`src/rtl/posit_pkg.sv`:
```
// rtl/posit_pkg.sv - shared posit widths, constants and stage-1 payload type
package posit_pkg;

  localparam int POSIT_N  = 8;
  localparam int POSIT_ES = 3;
  localparam int POSIT_RS = $clog2(POSIT_N);

  function automatic int scale_width(input int es, input int rs);
    return es + rs + 1;
  endfunction

  function automatic int max_scale(input int n, input int es);
    return (n - 2) << es;
  endfunction

  localparam int SCALE_W   = scale_width(POSIT_ES, POSIT_RS);
  localparam int MAX_SCALE = max_scale(POSIT_N, POSIT_ES);

  localparam logic [POSIT_N-1:0] POSIT_NAR    = {1'b1, {(POSIT_N-1){1'b0}}};
  localparam logic [POSIT_N-1:0] POSIT_ZERO   = '0;
  localparam logic [POSIT_N-1:0] POSIT_MAXPOS = {1'b0, {(POSIT_N-1){1'b1}}};
  localparam logic [POSIT_N-1:0] POSIT_MINPOS = {{(POSIT_N-1){1'b0}}, 1'b1};

  // Normalised stage-1 result; the hidden bit is implicit so only the
  // fraction below it is carried.
  typedef struct packed {
    logic                      sign;
    logic                      zero;
    logic                      nar;
    logic signed [SCALE_W:0]   scale;
    logic [POSIT_N-2:0]        frac;
    logic                      sticky;
  } s1_payload_t;

endpackage

```
`src/rtl/posit_lzd.sv`:
```
// rtl/posit_lzd.sv - leading-zero count with all-zero flag
// Ports: data  - word to scan (MSB first)
//        count - number of leading zeros (W when data is zero)
//        all_zero - data is zero
module posit_lzd #(
  parameter int W  = 9,
  parameter int CW = $clog2(W + 1)
) (
  input  logic [W-1:0]  data,
  output logic [CW-1:0] count,
  output logic          all_zero
);

  // Scan upward so the highest set bit writes last and wins.
  always_comb begin
    count = CW'(W);
    for (int i = 0; i < W; i++) begin
      if (data[i]) count = CW'(W - 1 - i);
    end
    all_zero = ~|data;
  end

endmodule

```
`src/rtl/posit_round_encode.sv`:
```
// rtl/posit_round_encode.sv - posit adder output stage: normalise, round RNE, encode
// Ports: clk/reset (sync, active-high); in_valid/in_ready input handshake;
//        in_sign, in_zero, in_nar, in_scale (signed), in_mant (binary point
//        below bit N-1); out_valid/out_ready output handshake; out_posit word.
module posit_round_encode
  import posit_pkg::*;
#(
  parameter int N  = POSIT_N,
  parameter int ES = POSIT_ES,
  parameter int RS = $clog2(N)
) (
  input  logic          clk,
  input  logic          reset,
  input  logic          in_valid,
  output logic          in_ready,
  input  logic          in_sign,
  input  logic          in_zero,
  input  logic          in_nar,
  input  logic [ES+RS:0] in_scale,
  input  logic [N:0]    in_mant,
  output logic          out_valid,
  input  logic          out_ready,
  output logic [N-1:0]  out_posit
);

  localparam int SW  = scale_width(ES, RS);
  localparam int CW  = SW + 1;
  localparam int LZW = $clog2(N + 2);
  localparam int TW  = ES + N - 1;
  localparam int L   = N + TW;
  localparam logic signed [CW-1:0] MAXS = CW'(max_scale(N, ES));
  localparam logic signed [CW-1:0] MINS = -MAXS;
  localparam logic [L-1:0] ONES = '1;
  localparam logic [L-1:0] TOP1 = {1'b1, {(L-1){1'b0}}};

  logic        s1_valid, s2_valid, s1_adv, s2_adv;
  s1_payload_t s1_d, s1_q;
  logic [N-1:0] s2_d;

  assign s2_adv    = !s2_valid || out_ready;
  assign s1_adv    = !s1_valid || s2_adv;
  assign in_ready  = s1_adv && !reset;
  assign out_valid = s2_valid;

  // Stage 1: normalise so the hidden bit sits at N-1.
  logic [LZW-1:0]        lz;
  logic                  mant_zero;
  logic signed [CW-1:0]  sx;

  posit_lzd #(.W(N + 1), .CW(LZW)) u_lzd (
    .data     (in_mant),
    .count    (lz),
    .all_zero (mant_zero)
  );

  always_comb begin
    s1_d        = '0;
    sx          = {in_scale[SW-1], in_scale};
    s1_d.sign   = in_sign;
    s1_d.nar    = in_nar;
    s1_d.zero   = in_zero || mant_zero;
    if (in_mant[N]) begin
      // Sum reached [2,4): shift right, keep the lost bit as sticky.
      s1_d.frac   = in_mant[N-1:1];
      s1_d.sticky = in_mant[0];
      s1_d.scale  = sx + CW'(1);
    end else begin
      // Bit N is clear, so the shift needed is lz-1.
      s1_d.frac   = (N-1)'(in_mant << (lz - LZW'(1)));
      s1_d.scale  = sx + CW'(1) - {{(CW-LZW){1'b0}}, lz};
    end
  end

  // Stage 2: regime/exponent split, round to nearest even, sign.
  logic signed [CW-1:0] sc, k;
  logic [CW-1:0]        nk, reg_len;
  logic [ES-1:0]        e;
  logic [L-1:0]         regime, full;
  logic [N-2:0]         body;
  logic                 guard, sticky, rnd;
  logic [N-1:0]         rounded, mag;

  always_comb begin
    sc      = s1_q.scale;
    k       = sc >>> ES;
    nk      = -k;
    e       = sc[ES-1:0];
    regime  = '0;
    reg_len = '0;
    if (!k[CW-1]) begin
      regime  = ~(ONES >> (k + CW'(1)));
      reg_len = k + CW'(2);
    end else begin
      regime  = TOP1 >> nk;
      reg_len = CW'(1) + nk;
    end
    full    = regime | ({e, s1_q.frac, {N{1'b0}}} >> reg_len);
    body    = full[L-1 -: N-1];
    guard   = full[L-N];
    sticky  = (|full[L-N-1:0]) || s1_q.sticky;
    rnd     = guard && (sticky || body[0]);
    rounded = {1'b0, body} + N'(rnd);
    // Carry out of maxpos would land on NaR; a zero body would be zero.
    if (rounded[N-1])      rounded = POSIT_MAXPOS;
    else if (rounded == 0) rounded = POSIT_MINPOS;

    if (sc > MAXS)      mag = POSIT_MAXPOS;
    else if (sc < MINS) mag = POSIT_MINPOS;
    else                mag = rounded;

    if (s1_q.nar)       s2_d = POSIT_NAR;
    else if (s1_q.zero) s2_d = POSIT_ZERO;
    else if (s1_q.sign) s2_d = -mag;
    else                s2_d = mag;
  end

  always_ff @(posedge clk) begin
    if (reset) begin
      s1_valid  <= 1'b0;
      s2_valid  <= 1'b0;
      s1_q      <= '0;
      out_posit <= '0;
    end else begin
      if (s1_adv) begin
        s1_valid <= in_valid;
        s1_q     <= s1_d;
      end
      if (s2_adv) begin
        s2_valid  <= s1_valid;
        out_posit <= s2_d;
      end
    end
  end

endmodule

```
`config.mk`:
```
export PLATFORM = sky130hd
export DESIGN_NAME = posit_round_encode
export DESIGN_NICKNAME = d
export VERILOG_FILES = /design/src/rtl/posit_pkg.sv /design/src/rtl/posit_lzd.sv /design/src/rtl/posit_round_encode.sv
export SDC_FILE = /design/constraint.sdc
export NUM_CORES = 1
export LEC_CHECK = 0
export BUFFER_PORTS_ARGS = -buffer_cell sky130_fd_sc_hd__buf_4
export CORE_ASPECT_RATIO = 1.25
export CORE_MARGIN = 2
export CORE_UTILIZATION = 66
export DETAILED_ROUTE_END_ITERATION = 12
export PLACE_DENSITY = 0.88
export SLEW_MARGIN = 15
export SYNTH_ARGS = -nofsm -noshare
export SYNTH_HDL_FRONTEND = slang
export SYNTH_SLANG_ARGS = --single-unit
```
`constraint.sdc`:
```
create_clock -name clk -period 14.6 [get_ports clk]
set_input_delay 1.46 -clock clk [delete_from_list [all_inputs] [get_ports clk]]
set_output_delay 1.46 -clock clk [all_outputs]
set_load 0.1 [all_outputs]
```
Word level (Yosys, flattened, before mapping)
Cells that the tools add are included.
- register bits: 29
- latch bits: 0
- memory bits (writable): 0
- memory bits (read-only): 0
- output and inout bits: 10
- word-level logic and storage cells: 61
- memories kept: 0
- add/subtract/negate cells: 10
- multipliers: 0
- divide/modulo/power cells: 0
- order comparisons: 2
- equality and inequality tests: 0
- shift operators: 4
- muxes and demuxes: 20
- bitwise gates (word level): 2
- reduce and logical (&&, ||, !) cells: 14
- operator list (kind ; count):
    2-to-1 mux 8 bit ; 6
    right shift 18 x 8 -> 18 bit (first input constant) ; 2
    2-to-1 mux 4 bit ; 8
    2-to-1 mux 18 bit ; 1
    NOT 18 bit ; 1
    bitwise OR 18 bit ; 1
    right shift 18 x 8 -> 18 bit ; 1
    adder 7 x 2 -> 8 bit (second input constant) ; 2
    2-to-1 mux 15 bit ; 1
    2-to-1 mux 7 bit ; 2
    OR reduction 10 bit ; 1
    OR reduction 9 bit ; 1
    << shifter 9 x 4 -> 7 bit ; 1
    adder 1 x 8 -> 8 bit (first input constant) ; 1
    adder 7 x 1 -> 8 bit ; 1
    > comparator 8 x 7 -> 1 bit (second input constant) ; 1
    zero test 8 bit ; 1
    < comparator 8 x 7 -> 1 bit (second input constant) ; 1
    negation 5 -> 8 bit ; 1
    negation 8 bit ; 1
    subtractor 8 x 4 -> 8 bit ; 1
    adder 5 x 2 -> 6 bit (second input constant) ; 1
    adder 5 x 3 -> 6 bit (second input constant) ; 1
    logical OR 1 bit ; 5
    other kinds (4) ; 9

Logic depth before layout (Yosys ltp)
Gate-level depths: netlist (run 1).
- word-level depth: 19
- gate-level depth with buffers: 21
- depth with buffers taken out: 18

Modules after synthesis
Synthesis (run 1) repeated with hierarchy kept, for this count alone.
- cell total of the unflattened synthesis: 513
- area, all modules: 3749.8 um^2
- by module, submodules not included (module ; instances ; cells an instance ; area each (um^2) ; sequential area each (um^2)):
    posit_round_encode ; 1 ; 496 ; 3654.8 ; 580.6
    posit_lzd ; 1 ; 17 ; 95.1 ; 0.0

Worst setup path before layout (run 1)
No wires, ideal clock.
- path type: input port to output port
- start: input port out_ready
- end: output port in_ready
- arrival time: 3.338 ns
- path slack: 9.802 ns
- stages: 5
- path buffers: 2
- cells stage by stage: nor2b_1 > and2_1 > clkbuf_1 > buf_1 > nor2_1
- word-level cells in the longest chain between the ends: 3
- RTL lines (item ; RTL line ; source):
    from (decl) ; posit_round_encode.sv:22 ; input logic out_ready,
    logical OR 1 bit ; posit_round_encode.sv:40 ; assign s2_adv = !s2_valid || out_ready;
    logical OR 1 bit ; posit_round_encode.sv:41 ; assign s1_adv = !s1_valid || s2_adv;
    logical AND 1 bit ; posit_round_encode.sv:42 ; assign in_ready = s1_adv && !reset;
    to (decl) ; posit_round_encode.sv:15 ; output logic in_ready,
No other way between the ends.

Worst setup path after layout (run 1)
- start: register s1_q, in the netlist sc[3]
- end: register out_posit[4]
- word-level cells in the longest chain between the ends: 19
- RTL lines (item ; RTL line ; source):
    from (decl) ; posit_round_encode.sv:37 ; s1_payload_t s1_d, s1_q;
    from (signal assigned) ; posit_round_encode.sv:121 ; s1_q <= '0;
    from (signal assigned) ; posit_round_encode.sv:126 ; s1_q <= s1_d;
    negation 5 -> 8 bit / adder 5 x 2 -> 6 bit (equally long branches) ; posit_round_encode.sv:86, posit_round_encode.sv:91 ;
    adder 1 x 8 -> 8 bit / right shift 18 x 8 -> 18 bit (equally long branches) ; posit_round_encode.sv:95, posit_round_encode.sv:91 ;
    2-to-1 mux 8 bit / NOT 18 bit (equally long branches) ; posit_round_encode.sv:90, posit_round_encode.sv:91 ;
    right shift 18 x 8 -> 18 bit / 2-to-1 mux 18 bit (equally long branches) ; posit_round_encode.sv:97, posit_round_encode.sv:90 ;
    bitwise OR 18 bit ; posit_round_encode.sv:97 ; full = regime | ({e, s1_q.frac, {N{1'b0}}} >> reg_len);
    OR reduction 10 bit ; posit_round_encode.sv:100 ; sticky = (|full[L-N-1:0]) || s1_q.sticky;
    logical OR 1 bit ; posit_round_encode.sv:100 ;
    logical OR 1 bit ; posit_round_encode.sv:101 ; rnd = guard && (sticky || body[0]);
    [... 3 more ...] ; - ;
    2-to-1 mux 7 bit ; posit_round_encode.sv:105 ; else if (rounded == 0) rounded = POSIT_MINPOS;
    2-to-1 mux 7 bit ; posit_round_encode.sv:104 ; if (rounded[N-1]) rounded = POSIT_MAXPOS;
    2-to-1 mux 8 bit ; posit_round_encode.sv:108 ; else if (sc < MINS) mag = POSIT_MINPOS;
    2-to-1 mux 8 bit (*) ; posit_round_encode.sv:107 ; if (sc > MAXS) mag = POSIT_MAXPOS;
    negation 8 bit ; posit_round_encode.sv:113 ; else if (s1_q.sign) s2_d = -mag;
    2-to-1 mux 8 bit (*) ; posit_round_encode.sv:113 ;
    2-to-1 mux 8 bit (*) ; posit_round_encode.sv:112 ; else if (s1_q.zero) s2_d = POSIT_ZERO;
    2-to-1 mux 8 bit (*) ; posit_round_encode.sv:111 ; if (s1_q.nar) s2_d = POSIT_NAR;
    to (signal assigned) ; posit_round_encode.sv:122 ; out_posit <= '0;
    to (signal assigned) ; posit_round_encode.sv:130 ; out_posit <= s2_d;
    to (decl) ; posit_round_encode.sv:23 ; output logic [N-1:0] out_posit
Every way passes the cells marked *; elsewhere a longest branch is shown, timed or not.
A chain may end at the register's enable or synchronous reset.

==> results.md, run 1 <==
- Clock H-tree levels: 2
- RSZ-0062 raised after global routing: no
- PwrDens: 114 mW/mm2
- Placed Cells: 552
- Mapped Nets: 530
- Vias in the first global route: 3473
- Setup TNS: 0 ps
- Dominant synthesized flop cell: dfxtp_1
- Post-Route Utilization: 75.3%
- Switch Pwr: 194 uW
- Overflow after GRT: 0
- Count of different cell masters after synthesis: 70
- Final period util: 38.3%
- Crit path max fanout: 20
- Endpoints failing hold: 0
- Initial DRT Pass Iterations: 6
- I/O Pins: 33
- Max-Cap Viols: 0
- Seq/Total Area, Yosys: 16.6%
- Number of buffers created by CTS: 5
- Number of flops mapped to enable cells by yosys: 0
- Antenna-violating nets left: 0
- Antenna diodes: 0
- Max IR drop VDD: 57.7 uV
- Initial antenna violation count: 0
- Post-Route WL: 9020 um
- CTS tree: built
- FF+latch count, synth: 29
- Gpl congestion: 0.954
- Largest net degree at the start of global routing: 32
- Fin nets: 543
- Post-cts resize count: 0
- Most common cell after layout, fill and taps aside: nor2_1
- Switch share: 44.3%
- Vias: 3669
- Clock root buffer: clkbuf_8
- Initial core utilization: 68.5%
- Clock Power Share: 23.2%
- Sink Count: 29
- Power Internal: 244 uW
- Crit path DAT: 5770 ps
- Highest-count cells in the layout ignoring fill and taps: nor2_1, nand2_1, a21oi_1
- Share of cells above drive strength 1: 11.6%
- Clk buf depth: 2
- Die ar.: 0.00591 mm2
- YS warnings: 0
- Minimum clock period: 5590 ps
- Fin worst setup slack: 9010 ps
- Status: finished clean
- Overall global routing resource usage: 31.7%
- # port buffers: 32
- Num rows: 29
- Hold_ws: 464 ps
- First-pass GRT wire length: 15800 um
- Pre-CTS setup slack: 9120 ps
- Startpoint class of the critical path: flip-flop
- Comb power frac: 54.2%
- Fmax: 179 MHz
- Worst hold path type: flip-flop to flip-flop
- Per-cell routed wire length: 16.1 um
- Skew final: 11.0 ps
- Worst Path Class, Setup: flip-flop to flip-flop
- Initial DRC Count: 370
- Area Overhead vs Synth: 9.89%
- Setup crit end kind: flip-flop
- Chip height: 85.5 um
- Worst Max-Slew Pin Slew: 966 ps
- CORE AREA: 0.00512 mm2
- Hold Buf Count CTS: 0
- DP HPWL: 6800 um
- Die X: 69.2 um
- Leakage: 0.00157 uW
- Final Setup Violations: 0
- Slew HR: 35.5%
- Register share of total power: 22.6%
- Slew Viols, Final: 0
- CP required: 14780 ps
- Async SR Flop Fraction: 0%
- Clk Latency, worst-skew pair: 290 ps
- Mapped Area: 0.00350 mm2
- Post-synthesis cell count: 484
- Clk pin slew, worst setup/hold paths: 60 ps
- Synth Area per Inst: 7.24 um2
- Count of non-filler cells in the finished layout: 560
- DRC errors left: 0
- Via-per-instance ratio: 6.55
- Post-CTS Setup Repair Bufs: 0
==> synthesized netlist by cell type, drive strengths merged (4+ instances only) <==
library cell | number | area (um2)
a31oi | 10 | 62.6
a211oi | 22 | 165
o21ai | 26 | 130
nand3 | 12 | 65.1
clkbuf | 16 | 60.1
nand2 | 45 | 169
ha | 22 | 275
mux2i | 16 | 160
or3 | 4 | 25.0
nor2 | 47 | 176
mux2 | 5 | 60.1
nor4 | 5 | 31.3
o41ai | 4 | 35.0
nor3 | 19 | 100
inv | 20 | 75.1
nand4 | 5 | 31.3
dfxtp | 29 | 581
and3 | 4 | 25.0
o211ai | 7 | 52.6
buf | 12 | 60.1
a21oi | 41 | 205
nor2b | 13 | 81.3
o31ai | 5 | 37.5
a21o | 8 | 60.1
and2 | 4 | 25.0
nand2b | 8 | 50.1
xor2 | 5 | 51.3
o22ai | 5 | 31.3
xnor2 | 16 | 140
a22o | 4 | 35.0
==> area by class of cell <==
cell class                 count  area (um2)
multi-input combinational    405        2720
fill                         420        1270
sequential                    29         581
timing repair buffer          34         255
inverter                      22        82.6
tap                           62        77.6
clock buffer                   5        68.8
clock inverter                 3        65.1
==> metrics by stage <==
stage | power [uW] | cell area (um2)
after detailed placement | 332 | 3720
after CTS | 434 | 3850
final | 438 | 3850
after global routing | 464 | 3850
after global placement | 326 | 3720
after floorplan | 286 | 3500
==> cell families after synthesis <==
family	after synthesis	share of synthesized area [%]
and+or+nand+nor	177	24.9
muxes	22	6.93
buffers and inverters	50	5.79
xor gates and xnor gates	22	6.14
DFF	29	16.6
adders and majority gates	23	8.43
AOI/OAI and AO/OA	161	31.3
==> power groups by stage <==
stage | Clock, uW | Sequential [uW] | Combinational (uW)
after CTS | 101 | 98.5 | 234
after global placement | 0 | 99.6 | 227
after floorplan | 0 | 121 | 164
after global routing | 105 | 100 | 260
final | 101 | 98.9 | 237
after detailed placement | 0 | 100 | 232
==> state kept, by name, summed over array words and instances (netlist names) <==
register / flops
s1_q: 11
out_posit: 8
sc: 8
out_valid: 1
s1_valid: 1
==> metal layers <==
| layer | vias to the layer above | GRT usage [%] | part of all wire [%] |
|---|---|---|---|
| li1 | 1823 | - | - |
| met1 | 1698 | 38.4 | 42 |
| met2 | 117 | 55.9 | 50 |
| met3 | 31 | 4.16 | 4.1 |
| met4 | 0 | 14.1 | 3.4 |
| met5 | - | 0 | 0 |
==> worst max-delay path, stage by stage (launching register included) <==
cell and delay, ps:
dfxtp_1 740, clkinv_1 440, ha_1 410, xor3_1 470, a21oi_1 680, a211oi_1 150, o221a_1 310, a2111oi_4 490
ha_1 340, nand2_1 140, a21oi_1 160, o221ai_1 170, and2_1 220, ha_1 220, nand2_1 60, o21ai_0 90
xor2_1 170, a22o_1 230
==> path summary, 6_finish.rpt <==
check,start,end,slack [ps],depth (start not counted)
worst max register to register,sc[3],out_posit[4],9010,17
worst max-delay path,sc[3],out_posit[4],9010,17
worst min-delay path,out_posit[1],out_posit[1],460,2
worst min register to register,out_posit[1],out_posit[1],460,2
Power figures use the tool's default switching activity.
==> run 2: changes to the inputs <==
--- a/config.mk
+++ b/config.mk
@@ -8,9 +8,9 @@
 export BUFFER_PORTS_ARGS = -buffer_cell sky130_fd_sc_hd__buf_4
 export CORE_ASPECT_RATIO = 1.25
 export CORE_MARGIN = 2
-export CORE_UTILIZATION = 66
+export CORE_UTILIZATION = 61
 export DETAILED_ROUTE_END_ITERATION = 12
-export PLACE_DENSITY = 0.88
+export PLACE_DENSITY = 0.83
 export SLEW_MARGIN = 15
 export SYNTH_ARGS = -nofsm -noshare
 export SYNTH_HDL_FRONTEND = slang
==> constraint.sdc (replaced) <==
create_clock -name clk -period 5.67 [get_ports clk]
set_input_delay 0.567 -clock clk [delete_from_list [all_inputs] [get_ports clk]]
set_output_delay 0.567 -clock clk [all_outputs]
set_load 0.1 [all_outputs]
==> run 2 against run 1 <==
  * Non-clock buffer count is 5 higher
  * Sequential share of layout area fell by 0.16 points
  * Sequential power is 150% higher
  * Register-to-register slack lost 8100 ps
  * Routed wire length fell by 1.7%
  * Core utilization decreased by 4.3 points
  * Flip-flop and latch count unchanged
  * Global-route usage decreased by 2.8 points
  * Fmax is 18% higher
  * Critical path type unchanged
  * Largest power group unchanged
  * Highest routed layer unchanged
==> results.md, run 2 (synthesis gave the netlist of run 1 again) <==
- Status: finished clean
- Per-cell routed wire length: 15.6 um
- DP HPWL: 6850 um
- GRT busiest layer: met2
- Crit path DAT: 4900 ps
- Area Overhead vs Synth: 11.0%
- Number of buffers created by CTS: 5
- Total power: 1130 uW
- Largest Register: s1_q
- Hold_ws: 470 ps
- Highest-count cells in the layout ignoring fill and taps: nor2_1, nand2_1, a21oi_1
- Skew final: 9.25 ps
- Initial DRT Pass Iterations: 5
- Hold Buf Count CTS: 0
- Antenna diodes: 0
- Largest net degree at the start of global routing: 32
- RSZ-0062 raised after global routing: no
- Met3 GRT Util: 3.30%
- CTS tree: built
- Startpoint class of the critical path: flip-flop
- Die X: 71.8 um
- First-pass GRT wire length: 15000 um
- Vias in the first global route: 3267
- Initial antenna violation count: 0
- Fill cells: 473
- Clock H-tree levels: 2
- Num rows: 30
- Sequential cell area: 581 um2
- Setup TNS: 0 ps
- Slew HR: 53.5%
- Antenna-violating nets left: 0
- Post-CTS Setup Repair Bufs: 0
- Multi-input gate area: 0.00272 mm2
- Worst Path Class, Setup: flip-flop to flip-flop
- Share of cells above drive strength 1: 12.5%
- Chip height: 88.7 um
- Worst hold path type: flip-flop to flip-flop
- Final Setup Violations: 0
- Clk buf depth: 2
- Clk pin slew, worst setup/hold paths: 60 ps
- Clock root buffer: clkbuf_8
- Die ar.: 0.00637 mm2
- Post-Route WL: 8860 um
- Met2 usage: 51.4%
- Vias: 3639
- DRC errors left: 0
- Worst Max-Slew Pin Slew: 693 ps
- CORE AREA: 0.00548 mm2
- Via-per-instance ratio: 6.42
- Post-Route Utilization: 71.0%
- Max-Cap Viols: 0
- Initial core utilization: 63.9%
- Setup crit end kind: flip-flop
- Max IR drop VDD: 155 uV
- CP required: 5840 ps
- Clk Latency, worst-skew pair: 280 ps
- Fmax: 212 MHz
- PwrDens: 291 mW/mm2
- Sink Count: 29
- Crit path max fanout: 11
- Gpl congestion: 0.953
- Met1 Usage GRT: 36.0%
- Slew Viols, Final: 0
- I/O Pins: 33
- Placed Cells: 559
- Endpoints failing hold: 0
- Most common cell after layout, fill and taps aside: nor2_1
- Fin nets: 548
- Number of flip-flops in the largest register: 11
- Final period util: 83.3%
- # port buffers: 32
- Initial DRC Count: 297
- Post-cts resize count: 0
- Count of non-filler cells in the finished layout: 567
- Leakage: 0.00160 uW
- Minimum clock period: 4720 ps
- Overflow after GRT: 0
- Overall global routing resource usage: 28.9%
## run 2: cell types whose count changed in the layout (fill, tap and decap cells not counted), sizes merged
cell  before  now
buf       34   39
## run 2: final timing paths
check	cells after the start	start	slack (ps)	endpoint
hold / removal	2	out_posit[1]	470	out_posit[1]
setup / recovery	16	sc[3]	950	out_posit[4]
setup reg to reg	16	sc[3]	950	out_posit[4]
hold reg to reg	2	out_posit[1]	470	out_posit[1]
## run 2: where the power goes
group          total [uW]  switching (uW)  internal [uW]
sequential            247            22.1            225
clock                 255            80.2            174
combinational         629             393            236
## run 2: final cells by class
class	count	area share, %
clock buffer	5	1.77
clock inverter	3	1.67
inverter	22	2.12
multi-input combinational	405	69.9
sequential	29	14.9
tap	64	2.06
timing repair buffer	39	7.53
## run 2: layer usage
metal  part of all wire [%]  routed length [um]
met4                    2.3                 204
met3                    4.2                 375
met5                      0                   0
met1                     43                3840
met2                     50                4440
## run 2: critical path, stage by stage, from the launching register on
cell	delay [ps]
dfxtp_1	330
clkinv_1	230
ha_1	370
xor3_1	450
a21o_1	360
mux2_4	350
o221a_1	270
a2111oi_4	480
nand3_2	160
or3_1	430
and4b_1	230
and2_1	190
ha_1	220
nand2_1	60
o21ai_0	90
xor2_1	170
a22o_1	230
## run 2: per-stage QoR
step / area, um2 / worst slack, ps
floorplan: 3500 / 981
global placement: 3760 / 1090
detailed placement: 3760 / 1000
CTS: 3890 / 967
global route: 3890 / 572
finish: 3890 / 948
==> run 3: changes to the inputs <==
==> constraint.sdc (replaced) <==
create_clock -name clk -period 4.8 [get_ports clk]
set_input_delay 0.48 -clock clk [delete_from_list [all_inputs] [get_ports clk]]
set_output_delay 0.48 -clock clk [all_outputs]
set_load 0.1 [all_outputs]
==> run 3 against run 2 <==
  * Die area is the same
  * Non-clock buffer count grew 4
  * Cell count grew 0.71%
  * Flip-flop and latch count is the same
  * Sequential share of layout area shrank 0.18 points
  * Routed wire length grew 1.9%
  * Fmax grew 4.1%
  * Via count grew 1.8%
  * Global-route usage grew 0.41 points
  * Largest cell class unchanged
  * Highest routed layer unchanged
==> results.md, run 3 (synthesis gave the netlist of run 1 again) <==
- Startpoint class of the critical path: flip-flop
- RSZ-0062 raised after global routing: no
- Initial DRC Count: 294
- Highest-count cells in the layout ignoring fill and taps: nor2_1, nand2_1, buf_4
- Overall global routing resource usage: 29.3%
- Setup TNS: 0 ps
- Fmax: 220 MHz
- DP HPWL: 6920 um
- Hold_ws: 410 ps
- Placed Cells: 562
- PwrDens: 343 mW/mm2
- Vias in the first global route: 3496
- Most common cell after layout, fill and taps aside: nor2_1
- Leakage: 0.00162 uW
- Sink Count: 29
- Number of buffers created by CTS: 5
- DRC errors left: 0
- Overflow after GRT: 0
- Slew HR: 52.1%
- Fill cells: 455
- Share of cells above drive strength 1: 13.8%
- Num rows: 30
- Chip height: 88.7 um
- Antenna-violating nets left: 0
- Final period util: 94.5%
- Initial DRT Pass Iterations: 5
- Skew final: 12.1 ps
- Die ar.: 0.00637 mm2
- Fin nets: 552
- Largest Register: s1_q
- Worst Max-Slew Pin Slew: 718 ps
- Setup crit end kind: flip-flop
- Die X: 71.8 um
- Worst hold path type: input port to flip-flop
- Clk pin slew, worst setup/hold paths: 70 ps
- Crit path max fanout: 10
- Endpoints failing hold: 0
- I/O Pins: 33
- Number of flip-flops in the largest register: 11
- CP required: 4970 ps
- CTS tree: built
- Crit path DAT: 4710 ps
- Via-per-instance ratio: 6.49
- Status: finished clean
- Slew Viols, Final: 0
- Fin worst setup slack: 263 ps
- CORE AREA: 0.00548 mm2
- Antenna diodes: 0
- Max IR drop VDD: 221 uV
- Area Overhead vs Synth: 12.4%
- Final Setup Violations: 0
- Clk buf depth: 2
- Initial antenna violation count: 0
- First-pass GRT wire length: 15400 um
- Count of non-filler cells in the finished layout: 571
- Post-Route WL: 9030 um
- Gpl congestion: 1.00
- Pre-CTS setup slack: 232 ps
- Max-Cap Viols: 0
- Per-cell routed wire length: 15.8 um
- Largest net degree at the start of global routing: 32
- Clk Latency, worst-skew pair: 280 ps
- Vias: 3705
- Initial core utilization: 63.9%
- Clock H-tree levels: 2
- # port buffers: 32
- Worst Path Class, Setup: flip-flop to flip-flop
- Clock root buffer: clkbuf_8
- Minimum clock period: 4540 ps
==> run 3: final timing paths <==
| kind | start | end | slack [ps] | cells past startpoint |
|---|---|---|---|---|
| setup reg to reg | sc[4] | out_posit[4] | 260 | 17 |
| hold reg to reg | out_posit[1] | out_posit[1] | 470 | 2 |
| setup / recovery | sc[4] | out_posit[4] | 260 | 17 |
| hold / removal | in_valid | s1_valid | 410 | 3 |
==> run 3: stage by stage <==
step / utilization (%) / power, uW / area, um2
after floorplan: - / 869 / 3500
after global placement: 68.9 / 1010 / 3780
after detailed placement: 68.9 / 1020 / 3780
after CTS: 71.4 / 1330 / 3910
after global routing: 71.8 / 1440 / 3940
final: 71.8 / 1350 / 3940
==> run 3: cell type report <==
class	count	area, um2	share of cell area [%]
Timing Repair Buffer	43	323	8.20
Tap cell	64	80.1	2.03
Clock buffer	5	68.8	1.75
Multi-Input combinational cell	405	2740	69.5
Clock inverter	3	65.1	1.65
Inverter	22	82.6	2.10
Sequential cell	29	581	14.7
==> run 3: per-layer routing <==
metal / global-route usage [%] / wire (um) / vias up
met5: 0 / 0 / -
met4: 10.5 / 164 / 0
met3: 4.21 / 408 / 18
met2: 53.2 / 4610 / 126
met1: 35.0 / 3840 / 1721
li1: - / - / 1840
==> run 3: critical path: stages, from the launching register on <==
cell and delay (ps):
dfxtp_1 430, inv_1 140, ha_1 330, xor3_1 450, a21o_1 230, buf_4 180, a211oi_1 290, a211oi_1 120
a2111oi_4 460, nand3_2 180, or3_1 440, and4b_1 240, and2_1 190, ha_1 210, nand2_1 60, o21ai_0 90
xor2_1 170, a22o_1 230
==> run 3: where the power goes <==
group          total (uW)  switching (uW)  internal, uW
Sequential            292            26.1           266
Clock                 301            94.7           206
Combinational         756             466           290
Total                1350             587           762
==> run 3: what timing repair did <==
action                                  CTS  global route
hold buffers                              0             0
resized for setup                         0             4
endpoints found under the setup margin    0             4
buffers inserted                          0             1
